===== config.mk =====
export PLATFORM = sky130hd
export DESIGN_NAME = bus_arbiter
export DESIGN_NICKNAME = d
export VERILOG_FILES = /design/src/rtl/bus_arbiter.sv
export SDC_FILE = /design/constraint.sdc
export NUM_CORES = 1
export LEC_CHECK = 0
export CAP_MARGIN = 20
export CELL_PAD_IN_SITES_DETAIL_PLACEMENT = 0
export CELL_PAD_IN_SITES_GLOBAL_PLACEMENT = 1
export CORE_UTILIZATION = 34
export DETAILED_ROUTE_END_ITERATION = 12
export PLACE_DENSITY = 0.95
export SLEW_MARGIN = 10
export SYNTH_ARGS = -nofsm -noshare
export SYNTH_HDL_FRONTEND = slang
export SYNTH_SLANG_ARGS = --single-unit

===== constraint.sdc =====
create_clock -name clock -period 10.94 [get_ports clock]
set_input_delay 1.641 -clock clock [delete_from_list [all_inputs] [get_ports clock]]
set_output_delay 1.641 -clock clock [all_outputs]
set_load 0.02 [all_outputs]

===== src/rtl/bus_arbiter.sv =====
// bus_arbiter: sequenced owner of the CPU bus for the fetch and
// load/store requesters, with wait states, timeout and error acks.
module bus_arbiter #(
  parameter int unsigned TIMEOUT_CYCLES = 16,
  parameter int unsigned MAX_DATA_RUN   = 4
) (
  input  logic        clock,
  input  logic        reset,
  input  logic        fetch_req,
  input  logic [31:0] fetch_address,
  output logic        fetch_ack,
  output logic [31:0] fetch_rdata,
  input  logic        data_req,
  input  logic [31:0] data_address,
  input  logic        data_write,
  input  logic [1:0]  data_cycle_width,
  input  logic [31:0] data_wdata,
  output logic        data_ack,
  output logic [31:0] data_rdata,
  output logic        ack_error,
  output logic        grant_data,
  output logic [31:0] bus_address,
  output logic [1:0]  bus_cycle_width,
  output logic [31:0] bus_data_out,
  output logic        bus_read,
  output logic        bus_write,
  input  logic [31:0] bus_data_in,
  input  logic        bus_ready,
  input  logic        bus_error
);

  localparam logic [1:0] CW_LONG = 2'd2;
  localparam int TW =
    (TIMEOUT_CYCLES < 2) ? 1 : $clog2(TIMEOUT_CYCLES);
  localparam int RW = $clog2(MAX_DATA_RUN + 1);
  localparam logic [TW-1:0] TMO_LAST =
    TW'(TIMEOUT_CYCLES - 1);
  localparam logic [RW-1:0] RUN_MAX = RW'(MAX_DATA_RUN);
  localparam bit TMO_ON = (TIMEOUT_CYCLES != 0);

  typedef enum logic [1:0] {
    IDLE,
    BUS,
    ACK
  } state_t;

  state_t        state, state_n;
  logic [TW-1:0] tmo, tmo_n;
  logic [RW-1:0] run, run_n;

  logic        fetch_ack_n, data_ack_n, ack_error_n;
  logic [31:0] fetch_rdata_n, data_rdata_n;
  logic        grant_data_n;
  logic [31:0] address_n, data_out_n;
  logic [1:0]  cycle_width_n;
  logic        read_n, write_n;

  logic f_req, d_req, pick_f, timed_out;

  // The port acked this cycle still shows its old request; ignore it.
  assign f_req = fetch_req & ~((state == ACK) & ~grant_data);
  assign d_req = data_req & ~((state == ACK) & grant_data);
  assign pick_f = f_req & (~d_req | (run == RUN_MAX));
  assign timed_out = TMO_ON & (tmo == TMO_LAST);

  always_ff @(posedge clock or posedge reset) begin
    if (reset) begin
      state           <= IDLE;
      tmo             <= '0;
      run             <= '0;
      fetch_ack       <= 1'b0;
      data_ack        <= 1'b0;
      ack_error       <= 1'b0;
      fetch_rdata     <= '0;
      data_rdata      <= '0;
      grant_data      <= 1'b0;
      bus_address     <= '0;
      bus_cycle_width <= '0;
      bus_data_out    <= '0;
      bus_read        <= 1'b0;
      bus_write       <= 1'b0;
    end else begin
      state           <= state_n;
      tmo             <= tmo_n;
      run             <= run_n;
      fetch_ack       <= fetch_ack_n;
      data_ack        <= data_ack_n;
      ack_error       <= ack_error_n;
      fetch_rdata     <= fetch_rdata_n;
      data_rdata      <= data_rdata_n;
      grant_data      <= grant_data_n;
      bus_address     <= address_n;
      bus_cycle_width <= cycle_width_n;
      bus_data_out    <= data_out_n;
      bus_read        <= read_n;
      bus_write       <= write_n;
    end
  end

  always_comb begin
    state_n       = state;
    tmo_n         = tmo;
    run_n         = run;
    fetch_ack_n   = 1'b0;
    data_ack_n    = 1'b0;
    ack_error_n   = 1'b0;
    fetch_rdata_n = fetch_rdata;
    data_rdata_n  = data_rdata;
    grant_data_n  = grant_data;
    address_n     = bus_address;
    cycle_width_n = bus_cycle_width;
    data_out_n    = bus_data_out;
    read_n        = 1'b0;
    write_n       = 1'b0;
    unique case (state)
      BUS: begin
        if (bus_ready | bus_error | timed_out) begin
          state_n     = ACK;
          fetch_ack_n = ~grant_data;
          data_ack_n  = grant_data;
          ack_error_n = bus_error | ~bus_ready;
          if (bus_ready | bus_error) begin
            if (grant_data)
              data_rdata_n = bus_data_in;
            else
              fetch_rdata_n = bus_data_in;
          end
        end else begin
          tmo_n   = tmo + TW'(1);
          read_n  = bus_read;
          write_n = bus_write;
        end
      end
      default: begin
        state_n = IDLE;
        if (f_req | d_req) begin
          state_n      = BUS;
          tmo_n        = '0;
          grant_data_n = ~pick_f;
          if (pick_f) begin
            address_n     = fetch_address;
            cycle_width_n = CW_LONG;
            data_out_n    = '0;
            read_n        = 1'b1;
            run_n         = '0;
          end else begin
            address_n     = data_address;
            cycle_width_n = data_cycle_width;
            data_out_n    = data_wdata;
            read_n        = ~data_write;
            write_n       = data_write;
            if (!f_req)
              run_n = '0;
            else if (run != RUN_MAX)
              run_n = run + RW'(1);
          end
        end
      end
    endcase
  end

endmodule

; ---- Word level (Yosys, flattened, before mapping)
; Cells that the tools add are included.
; W data, S select, Z words.
[classes]
eq_ne = 8
reduce_logical = 6
n_bitwise = 18
add_sub_neg = 2
mux = 25
[ops]
columns = operator, count
row1 = $mux W32, 2
row2 = $mux W1, 14
row3 = $mux W4, 3
row4 = $mux W3, 3
row5 = $not A1 Y1, 8
row6 = $reduce_and A4 Y1, 2
row7 = $mux W2, 3
row8 = $and A1 B1 Y1, 5
row9 = $or A1 B1 Y1, 5
row10 = $add A4 B1 Y4 const B, 1
row11 = $eq A4 B4 Y1 const B, 1
row12 = $ne A2 B2 Y1 const B, 2
row13 = $reduce_and A2 Y1, 2
row14 = $add A3 B1 Y3 const B, 1
row15 = $eq A3 B3 Y1 const B, 1
row16 = $ne A3 B1 Y1 const B, 1
row17 = $ne A3 B3 Y1 const B, 1
row18 = $reduce_and A3 Y1, 1
row19 = $eq A2 B1 Y1 const B, 1
row20 = $eq A2 B2 Y1 const B, 1
row21 = $reduce_bool A2 Y1, 1
[totals]
regBits = 145
wordCells = 73
input_bits = 137
out_inout_bits = 136

; ---- Longest topological paths before layout
[depth]
word_depth = 10
mapped_depth = 8
depth_no_buf = 6

; ---- Worst setup path before layout
; No wires, ideal clock.
[synth_timing]
path_type = input -> register
startpoint = input port data_req
endpoint = register bus_address[0]
path_stages = 6
t_required_ns = 10.818
n_path_buf = 2
arrival_ns = 2.664
path_slack_ns = 8.154
setup_time_ns = 0.122
path_cell_list = a21boi_1 -> a211oi_2 -> buf_6 -> buf_4 -> mux2i_1 -> a21oi_2
[synth_between]
elab_chain_cells = 5
elab_cells_between_ends = 7
classes_between = mux: 1 / bitwise: 5 / reduce/logical: 1
[synth_rtl]
columns = item, line_no
row1 = start: declaration, 13  ; input logic data_req,
row2 = $and A1 B1 Y1 *, 62  ; assign d_req = data_req & ~((state == ACK) & grant_data);
row3 = $not A1 Y1, 63  ; assign pick_f = f_req & (~d_req | (run == RUN_MAX));
row4 = $or A1 B1 Y1, 63
row5 = $and A1 B1 Y1, 63
row6 = $mux W32, 140  ; if (pick_f) begin
row7 = end signal: assignment, 92  ; bus_address <= address_n;
row8 = end: declaration, 22  ; output logic [31:0] bus_address,
; Mark *: on every way between the ends. The rest lies on a longest branch, timed or not.
; A chain may end at the register's enable or synchronous reset.

; ---- Worst setup path in the final report
[layout_timing]
startpoint = input port data_req
endpoint = register bus_address[28]
; Same word-level chain as after synthesis.

==> run_summary.xml <==
<?xml version="1.0" encoding="UTF-8"?>
<metrics>
  <group name="sta">
    <metric name="worst_pin_slew" unit="ps">772</metric>
    <metric name="finalWorstPathRequiredPeriod" unit="ps">3490</metric>
    <metric name="hold_ws" unit="ps">479</metric>
    <metric name="hold_viol" unit="">0</metric>
    <metric name="timing.setup.tns" unit="ps">0</metric>
    <metric name="timing.slew.headroom" unit="%">48.6</metric>
    <metric name="clock-skew-final" unit="ps">7.80</metric>
    <metric name="rsz_0062_raised_after_global_routing" unit="">no</metric>
    <metric name="report.final.slew_viol_count" unit="">0</metric>
    <metric name="setup_viol" unit="">0</metric>
    <metric name="max_clock_freq" unit="MHz">287</metric>
    <metric name="layout_worst_path_cycle_share" unit="%">31.9</metric>
  </group>
  <group name="yosys">
    <metric name="synth_top_area_share" unit="%">61.6</metric>
    <metric name="mappedNetlistArea" unit="mm²">0.00589</metric>
    <metric name="synth.yosys.seq_area_share" unit="%">61.6</metric>
    <metric name="synth_top_cells_by_count" unit="">sky130_fd_sc_hd__dfrtp_1, sky130_fd_sc_hd__mux2_2, sky130_fd_sc_hd__nor2_1</metric>
    <metric name="yosys_register_bits" unit="">145</metric>
    <metric name="syn-instance-count" unit="">423</metric>
    <metric name="synth_area_leaders" unit="">sky130_fd_sc_hd__dfrtp_1, sky130_fd_sc_hd__mux2_2, sky130_fd_sc_hd__mux2i_1</metric>
    <metric name="netlist-cell-type-count" unit="">34</metric>
    <metric name="yosysWarningCount" unit="">0</metric>
    <metric name="syn-mean-instance-area" unit="µm²">13.9</metric>
    <metric name="synth_enable_flop_cells" unit="">0</metric>
    <metric name="synth_nets" unit="">563</metric>
    <metric name="asyncSetResetFlopFracSynth" unit="%">100</metric>
    <metric name="dominantRegCellSynth" unit="">sky130_fd_sc_hd__dfrtp_1</metric>
    <metric name="synth_area_leader_cell" unit="">sky130_fd_sc_hd__dfrtp_1</metric>
    <metric name="post-synth-top-count-cell" unit="">sky130_fd_sc_hd__dfrtp_1</metric>
  </group>
  <group name="cts">
    <metric name="clock_tree.buffer_depth" unit="">2</metric>
    <metric name="h-tree-depth" unit="">4</metric>
    <metric name="cts.reportedPaths.clkPinSlew" unit="ps">50</metric>
    <metric name="cts_tree" unit="">yes</metric>
    <metric name="numCtsBuffers" unit="">17</metric>
    <metric name="post-cts-setup-buffers" unit="">0</metric>
    <metric name="cts_sinks" unit="">145</metric>
    <metric name="cts_hold_repair.buffers" unit="">0</metric>
    <metric name="ctsResizeCount" unit="">0</metric>
    <metric name="clock_tree.root_cell" unit="">sky130_fd_sc_hd__clkbuf_16</metric>
    <metric name="worstSkewPairLatency" unit="ps">410</metric>
  </group>
  <group name="worst_setup_path">
    <metric name="end_kind" unit="">flop</metric>
    <metric name="max_stage_delay" unit="ps">520</metric>
    <metric name="critical_path.startpoint" unit="">data_req</metric>
    <metric name="crit_type" unit="">input port to flop</metric>
    <metric name="critPathTopFamily" unit="">buffers and inverters</metric>
    <metric name="critical_path_peak_fanout" unit="">34</metric>
    <metric name="crit-reg2reg-launch" unit="">run[0]</metric>
    <metric name="critical_path.slowest_cell" unit="">sky130_fd_sc_hd__buf_4</metric>
    <metric name="start_kind" unit="">input port</metric>
    <metric name="required" unit="ps">11190</metric>
    <metric name="critical_path.cell_chain" unit="">clkdlybuf4s50_1 -&gt; a21boi_1 -&gt; a211oi_4 -&gt; buf_4 -&gt; mux2i_1 -&gt; a21oi_1</metric>
    <metric name="worst-path-buf-inv" unit="">2</metric>
    <metric name="cp_data_arrival_time" unit="ps">3740</metric>
  </group>
  <group name="min_path">
    <metric name="min_path_type" unit="">flop to flop</metric>
    <metric name="worst_hold_startpoint" unit="">bus_write</metric>
  </group>
  <group name="grt">
    <metric name="grt_start_max_net_pins" unit="">84</metric>
    <metric name="grt_overflow_total" unit="">0</metric>
    <metric name="track_usage" unit="%">17.4</metric>
    <metric name="grt_first_pass_wirelength" unit="µm">24100</metric>
    <metric name="vias_in_the_first_global_route" unit="">4789</metric>
    <metric name="antenna_found_initial" unit="">0</metric>
  </group>
  <group name="floorplanning">
    <metric name="floorplan_die_width" unit="µm">134</metric>
    <metric name="die-area" unit="mm²">0.0179</metric>
    <metric name="start_util" unit="%">35.1</metric>
    <metric name="core.rowCount" unit="">47</metric>
    <metric name="floorplan.core_area" unit="mm²">0.0168</metric>
    <metric name="floorplan.io_pins" unit="">273</metric>
    <metric name="fp.dieH" unit="µm">134</metric>
  </group>
  <group name="power_and_ir_drop">
    <metric name="powerDensity" unit="mW/mm²">314</metric>
    <metric name="total_leakage_power" unit="µW">0.00392</metric>
    <metric name="power.ir.vdd_worst" unit="mV">0.154</metric>
  </group>
  <group name="layout">
    <metric name="synthToLayoutAreaGrowth" unit="%">59.0</metric>
    <metric name="num_antenna_cells" unit="">0</metric>
    <metric name="instances_no_fill" unit="">928</metric>
    <metric name="fill_cells" unit="">1431</metric>
    <metric name="layout-drive-gt1-share" unit="%">18.1</metric>
    <metric name="num-nets-final" unit="">835</metric>
  </group>
  <group name="drt">
    <metric name="routed_wirelength" unit="µm">15100</metric>
    <metric name="drc" unit="">0</metric>
    <metric name="route.detailed.vias_per_inst" unit="">4.69</metric>
    <metric name="drtIter0Drc" unit="">163</metric>
    <metric name="drt_pre_antenna_iters" unit="">4</metric>
    <metric name="number_of_vias_in_the_routed_layout" unit="">4356</metric>
    <metric name="detail-route-antenna-nets" unit="">0</metric>
    <metric name="route.detailed.wl_per_inst" unit="µm">16.3</metric>
  </group>
  <group name="place">
    <metric name="placed_cells_incl_taps" unit="">895</metric>
    <metric name="i_o_buffers" unit="">272</metric>
    <metric name="detailedPlacementHpwl" unit="µm">11300</metric>
    <metric name="globalplace.congestion" unit="">0.769</metric>
  </group>
  <group name="outcome">
    <metric name="outcome" unit="">completed</metric>
  </group>
  <group name="job">
    <metric name="drv.max_cap_violation_count" unit="">0</metric>
  </group>
</metrics>
-- stage by stage --
stage / instance area (µm²) / utilization, % / setup slack [ps] / total power [µW]
after floorplan: 5890 / - / 5400 / 1750
after CTS: 9340 / 55.7 / 7170 / 2960
after global routing: 9370 / 55.9 / 7370 / 3110
final: 9370 / 55.9 / 7450 / 2940
after global placement: 8760 / 52.3 / 6850 / 2350
after detailed placement: 8760 / 52.3 / 6720 / 2400
-- layout make-up --
cell class / instances / area, µm² / area share [%]
Multi-Input combinational cell: 247 / 2070 / 22.1
Clock inverter: 12 / 109 / 1.16
Timing Repair Buffer: 278 / 2790 / 29.8
Clock buffer: 20 / 467 / 4.98
Sequential cell: 145 / 3630 / 38.7
Tap cell: 220 / 275 / 2.94
Inverter: 6 / 27.5 / 0.294
-- routing by layer --
layer / part of all wire, % / global-route usage (%)
met3: 5.9 / 4.30
met2: 54 / 32.3
met1: 38 / 18.9
met5: 0 / 0
met4: 2.2 / 7.13
-- path summary, 6_finish.rpt --
kind                                   end  slack [ps]  depth (start not counted)
setup / recovery           bus_address[28]        7450                          6
hold / removal                   bus_write         480                          2
setup reg to reg           bus_address[28]        8650                          7
hold reg to reg                  bus_write         480                          2
max in group asynchronous  bus_address[20]        7920                          3
min in group asynchronous   data_rdata[19]        1740                          2
-- worst register-to-register path: stages, from the launching register on --
cell and delay [ps]:
sky130_fd_sc_hd__dfrtp_1 400, sky130_fd_sc_hd__inv_1 100, sky130_fd_sc_hd__ha_1 150, sky130_fd_sc_hd__a21boi_1 140, sky130_fd_sc_hd__a211oi_4 330, sky130_fd_sc_hd__buf_4 520
sky130_fd_sc_hd__mux2i_1 390, sky130_fd_sc_hd__a21oi_1 110
-- power by group --
part | internal [µW] | total (µW) | switching, µW
clock | 331 | 545 | 214
sequential | 795 | 940 | 145
combinational | 731 | 1460 | 724
total | 1860 | 2940 | 1080
-- cells by family after synthesis --
logic type,share of synthesized area (%)
flops,61.6
mux,18.3
compound gates,11.1
simple gates,4.93
buf+inv,3.44
fa+ha+maj,0.637
-- cells in the final DEF (no fill, tap or decap), drive strengths merged, types with 7 or more instances in the layout --
cell and n:
mux2i 34, nand2 11, clkinv 8, nor2 39
clkdlybuf4s50 272, inv 7, dfrtp 145, mux2 65
a21oi 33, clkbuf 20, a22o 35
-- registers in the layout, indices dropped and copies added (netlist names) --
signal	cells
tmo	4
bus_write	1
bus_cycle_width	2
bus_address	32
fetch_rdata	32
state	2
ack_error	1
data_rdata	32
grant_data	1
run	3
data_ack	1
bus_data_out	32
fetch_ack	1
bus_read	1
No activity file was read; power rests on OpenSTA's default activity.
==> patch 1: new RTL, same flow settings <==
The parameter `TIMEOUT_CYCLES` goes from 16 to 8.
--- a/src/rtl/bus_arbiter.sv
+++ b/src/rtl/bus_arbiter.sv
@@ -1,7 +1,7 @@
 // bus_arbiter: sequenced owner of the CPU bus for the fetch and
 // load/store requesters, with wait states, timeout and error acks.
 module bus_arbiter #(
-  parameter int unsigned TIMEOUT_CYCLES = 16,
+  parameter int unsigned TIMEOUT_CYCLES = 8,
   parameter int unsigned MAX_DATA_RUN   = 4
 ) (
   input  logic        clock,
Behaviour: no difference found for any inputs over 4 cycles, from zero or initial values and one cycle with reset high; that may be too few to reach the edited logic, so the function may still have changed.
==> patch 1 against the unedited design <==
Critical path depth unchanged; first-iteration DRC count decreased by 18%; sequential share of layout area increased by 0.30 points; area after synthesis decreased by 3.4%; global-route usage increased by 1.0 points; routed wire length increased by 2.1%; power increased by 1.3%; cell area decreased by 1.5%; sequential cell count decreased by 1; worst setup slack improved by 48 ps; largest cell class unchanged.
==> patch 1: results (changes against the unedited design) <==
post-synthesis adder-cell area fraction = 0.879% (was 0.637%)
mux cell area share after synthesis = 13.0% (was 18.3%)
Clock Skew = 8.73 ps (was 7.80 ps)
NumNets Final = 867 (was 835)
post-placement cell area = 8630 sq um (was 8760 sq um)
status = finished clean (unchanged)
Clock transition at path regs = 60 ps
GPL Wtd Cong = 0.801 (was 0.769)
Fin. Hold Viols = 0 (unchanged)
Via-to-Cell Ratio = 4.80 (was 4.69)
Clock-cell share = 6.52% (was 6.14%)
Slew @ Worst Pin = 947 ps (was 772 ps)
synth warn = 0 (unchanged)
synthesized instance count = 455 (was 423)
vias = 4,586 (was 4,356)
DRT Pass-1 Iters = 4 (unchanged)
Crit Path Max Fanout = 19 (was 34)
CTS Buf Count = 17 (unchanged)
met2 WL = 7.64 mm (was 8.10 mm)
hold buffer count at cts = 0 (unchanged)
multi-input gates = 277 (was 247)
global-route wire length before repair = 25.0 mm (was 24.1 mm)
area taken by multi-input logic gates = 1950 sq um (was 2070 sq um)
DRT iter0 DRCs = 134 (was 163)
vias in the first global route = 4,983 (was 4,789)
WL/cell = 16.2 um (was 16.3 um)
pre-CTS setup slack = 6950 ps (was 6720 ps)
met3 wire len = 1.14 mm (was 891 um)
complex-gate fraction of the synthesized area = 12.7% (was 11.1%)
Yosys reg bits = 144 (was 145)
Placed Cells incl. Taps = 923 (was 895)
sequential-to-total area share from yosys stat = 63.3% (was 61.6%)
inverter count = 7 (was 6)
clock buffers = 19 (was 20)
Peak supply drop = 0.000170 V (was 0.000154 V)
Max Used Layer = met4 (unchanged)
pin count of the biggest net entering global routing = 79 (was 84)
layout cells sized above 1 = 14.6% (was 18.1%)
# fillers = 1,321 (was 1,431)
asr flop ratio synth = 100% (unchanged)
Non-clk bufs = 279 (was 278)
syn_nets = 596 (was 563)
CP Data Arrival Time = 3790 ps (was 3740 ps)
Netlist cell types = 34 (unchanged)
Sequential Area = 3600 sq um (was 3630 sq um)
ANT cells = 0 (unchanged)
top cells by count, synth = 144 x dfrtp_1, 65 x a21oi_1, 63 x mux2_2 (was 145 x dfrtp_1, 63 x mux2_2, 38 x nor2_1)
GR Util All Layers = 18.4% (was 17.4%)
non-clk buf share = 30.1% (was 29.8%)
CTS H-tree lvls = 4 (unchanged)
WL met1 = 6.36 mm (was 5.81 mm)
Leak Pwr = 0.00388 uW (was 0.00392 uW)
Post-Synth XOR/XNOR Area = 0% (unchanged)
Synth area leaders = dfrtp_1 63%, mux2_2 12%, a21oi_1 5.7% (was dfrtp_1 62%, mux2_2 12%, mux2i_1 5.8%)
IO Port Bufs = 272 (unchanged)
Max clock buf depth = 2 (unchanged)
min-delay worst type = flop to flop (unchanged)
detailed placer's ending HPWL = 11.4 mm (was 11.3 mm)
final design utilization = 57.3% (was 55.9%)
initial antenna violation count = 0 (unchanged)
## patch 1: final timing paths
check	from	to	slack (ps)	cells past startpoint
setup / recovery	data_req	bus_data_out[15]	7500	6
hold / removal	tmo[0]	tmo[0]	480	1
setup reg to reg	run[0]	bus_data_out[15]	8630	7
hold reg to reg	tmo[0]	tmo[0]	480	1
max in group asynchronous	reset	bus_data_out[1]	7830	3
min in group asynchronous	reset	bus_data_out[7]	1690	2
## patch 1: where the power goes
part,internal [uW],switching [uW]
logic,721,725
clock network,365,221
registers,794,153
## patch 1: worst max-delay path, cell delays in order
cell and delay [ps]:
clkdlybuf4s50_1 490, a21boi_0 520, o31ai_4 100, nor2_2 630
buf_6 260, a22o_1 140
## patch 1: layer usage
layer  track usage, %  up-vias
li1                 -     2136
met5                0        -
met3             5.56       18
met2             31.7      208
met4             7.30        0
met1             21.5     2224
==> patch 2: new RTL, config.mk and constraints unchanged <==
Made on the original files. Reset style: synchronous (`reset`), changed in one clocked block.
--- a/src/rtl/bus_arbiter.sv
+++ b/src/rtl/bus_arbiter.sv
@@ -63,7 +63,7 @@
   assign pick_f = f_req & (~d_req | (run == RUN_MAX));
   assign timed_out = TMO_ON & (tmo == TMO_LAST);
 
-  always_ff @(posedge clock or posedge reset) begin
+  always_ff @(posedge clock) begin
     if (reset) begin
       state           <= IDLE;
       tmo             <= '0;
Formal check against the unedited RTL: differs if reset is asserted again (counterexample within 4 cycles, from zero or initial values and one cycle with reset high); with reset held inactive, the same outputs for 4 cycles.
==> patch 2 against the unedited design <==
Routed wire length up 4.3%; count of clock-buffer cells in the layout decreased by 3; die area is 7.7% lower; cell area is 6.3% lower; area after synthesis shrank 7.9%; worst hold slack lost 28 ps; non-clock buffer count grew 1; clock skew rose by 1.6 ps; via count rose by 15%; worst setup slack improved by 48 ps; sequential cell count did not move; largest cell class unchanged; final cell count is 14% higher.
Power is not compared: it rests on default switching activity, and its combinational part moved more than twofold at a synthesized area within 25%.
==> patch 2: results (changes against the unedited design) <==
post-synthesis area per instance = 9.41 sq um (was 13.9 sq um)
status = finished clean (unchanged)
CTS Buf Count = 17 (unchanged)
Synth area leaders = dfxtp_1 53%, nand2_1 9.1%, a21oi_1 8.3% (was dfrtp_1 62%, mux2_2 12%, mux2i_1 5.8%)
vias = 4,993 (was 4,356)
worst relative slew slack = 33.9% (was 48.6%)
pin count of the biggest net entering global routing = 87 (was 84)
NumNets Final = 970 (was 835)
clock latency on the worst-skew pair = 420 ps
Clock Skew = 9.38 ps (was 7.80 ps)
Clock transition at path regs = 60 ps
Crit path largest cell delay = 610 ps (was 520 ps)
CP top delay family = buffers and inverters (unchanged)
syn_nets = 717 (was 563)
Non-Filler Instances = 1,054 (was 928)
pre-CTS setup slack = 7070 ps (was 6720 ps)
# Post-CTS Setup Buffers = 0 (unchanged)
reg-to-reg endpoint = bus_data_out[7] (was bus_address[28])
slowest cell on the critical path = clkdlybuf4s50_1 (was buf_4)
IO Port Bufs = 272 (unchanged)
Peak supply drop = 0.0000937 V
initial antenna violation count = 0 (unchanged)
main flop type after synthesis = dfxtp_1 (was dfrtp_1)
critical path endpoint = run[0] (was bus_address[28])
GR Util All Layers = 19.4% (was 17.4%)
ANT cells = 0 (unchanged)
Netlist cell types = 44 (was 34)
top cells by count, synth = 145 x dfxtp_1, 132 x nand2_1, 90 x a21oi_1 (was 145 x dfrtp_1, 63 x mux2_2, 38 x nor2_1)
Max clock buf depth = 2 (unchanged)
Crit Path Max Fanout = 71 (was 34)
layout cells sized above 1 = 6.17% (was 18.1%)
Placed Cells incl. Taps = 1,022 (was 895)
Critical R2R Launch = grant_data (was run[0])
CP endpoint kind = flop (unchanged)
Power Internal = 1030 uW
PostCTS Resize Cnt = 0 (unchanged)
WL/cell = 15.0 um (was 16.3 um)
CTS H-tree lvls = 4 (unchanged)
# fillers = 1,378 (was 1,431)
clk root buf = clkbuf_16 (unchanged)
vias in the first global route = 4,765 (was 4,789)
Leak Pwr = 0.00322 uW
Final Critical Period = 3440 ps (was 3490 ps)
asr flop ratio synth = 0% (was 100%)
sequential-to-total area share from yosys stat = 53.5% (was 61.6%)
min-delay worst type = flop to flop (unchanged)
Worst R2R Path Depth = 6 (was 7)
synth warn = 0 (unchanged)
global-route wire length before repair = 24.7 mm (was 24.1 mm)
crit path from = data_req (unchanged)
detailed placer's ending HPWL = 10.8 mm (was 11.3 mm)
post-placement cell area = 8190 sq um (was 8760 sq um)
DRT iter0 DRCs = 298 (was 163)
GPL Wtd Cong = 0.742 (was 0.769)
R2R setup slack = 8640 ps (was 8650 ps)
## patch 2: changes by cell type after synthesis, sizes merged, moves of 6 or more
cell	change
dfrtp	-145
dfxtp	+145
nand2	+121
mux2	-63
a21oi	+57
nor2	-22
o21ai	+19
clkbuf	+15
a211oi	+8
nor3	+6
## patch 2: final cells by class
type	instances	area, sq um	share of cell area [%]
tap	211	264	3.01
inverter	7	26.3	0.299
clock buffer	17	425	4.84
timing repair buffer	279	2790	31.8
multi-input combinational	380	2200	25.1
sequential	145	2900	33.1
clock inverter	15	168	1.91
## patch 2: power by group through the flow
stage	logic (uW)	clock network (uW)	registers [uW]
detailed placement	275	0	597
finish	274	578	587
CTS	276	593	587
floorplan	96.4	0	640
global route	294	616	591
global placement	271	0	597
## patch 2: how the worst min path moves through the flow
stage | end | start | slack, ps | depth (start not counted)
2_1_floorplan | run[2] | run[2] | 450 | 1
3_3_place_gp | fetch_rdata[30] | fetch_rdata[30] | 440 | 2
3_5_place_dp | fetch_rdata[18] | fetch_rdata[18] | 450 | 2
4_1_cts | fetch_rdata[18] | fetch_rdata[18] | 450 | 2
5_1_grt | data_rdata[15] | data_rdata[15] | 470 | 2
6_report | data_rdata[29] | data_rdata[29] | 450 | 2
## patch 2: kinds of logic after synthesis
family	Yosys count	synth area share [%]
multiplexers	34	6.39
flip-flops	145	53.5
XOR/XNOR	2	0.323
buffers and inverters	52	6.25
AND/OR/NAND/NOR	174	13.8
AO/OA/AOI/OAI	167	19.1
adder cells (fa/ha/maj)	3	0.692
## patch 2: routing by layer
layer | GRT usage, % | vias to the layer above | routed length (um)
li1 | - | 2502 | -
met1 | 21.6 | 2284 | 6450
met2 | 32.9 | 193 | 7590
met3 | 8.52 | 14 | 1570
met4 | 6.92 | 0 | 169
met5 | 0 | - | 0
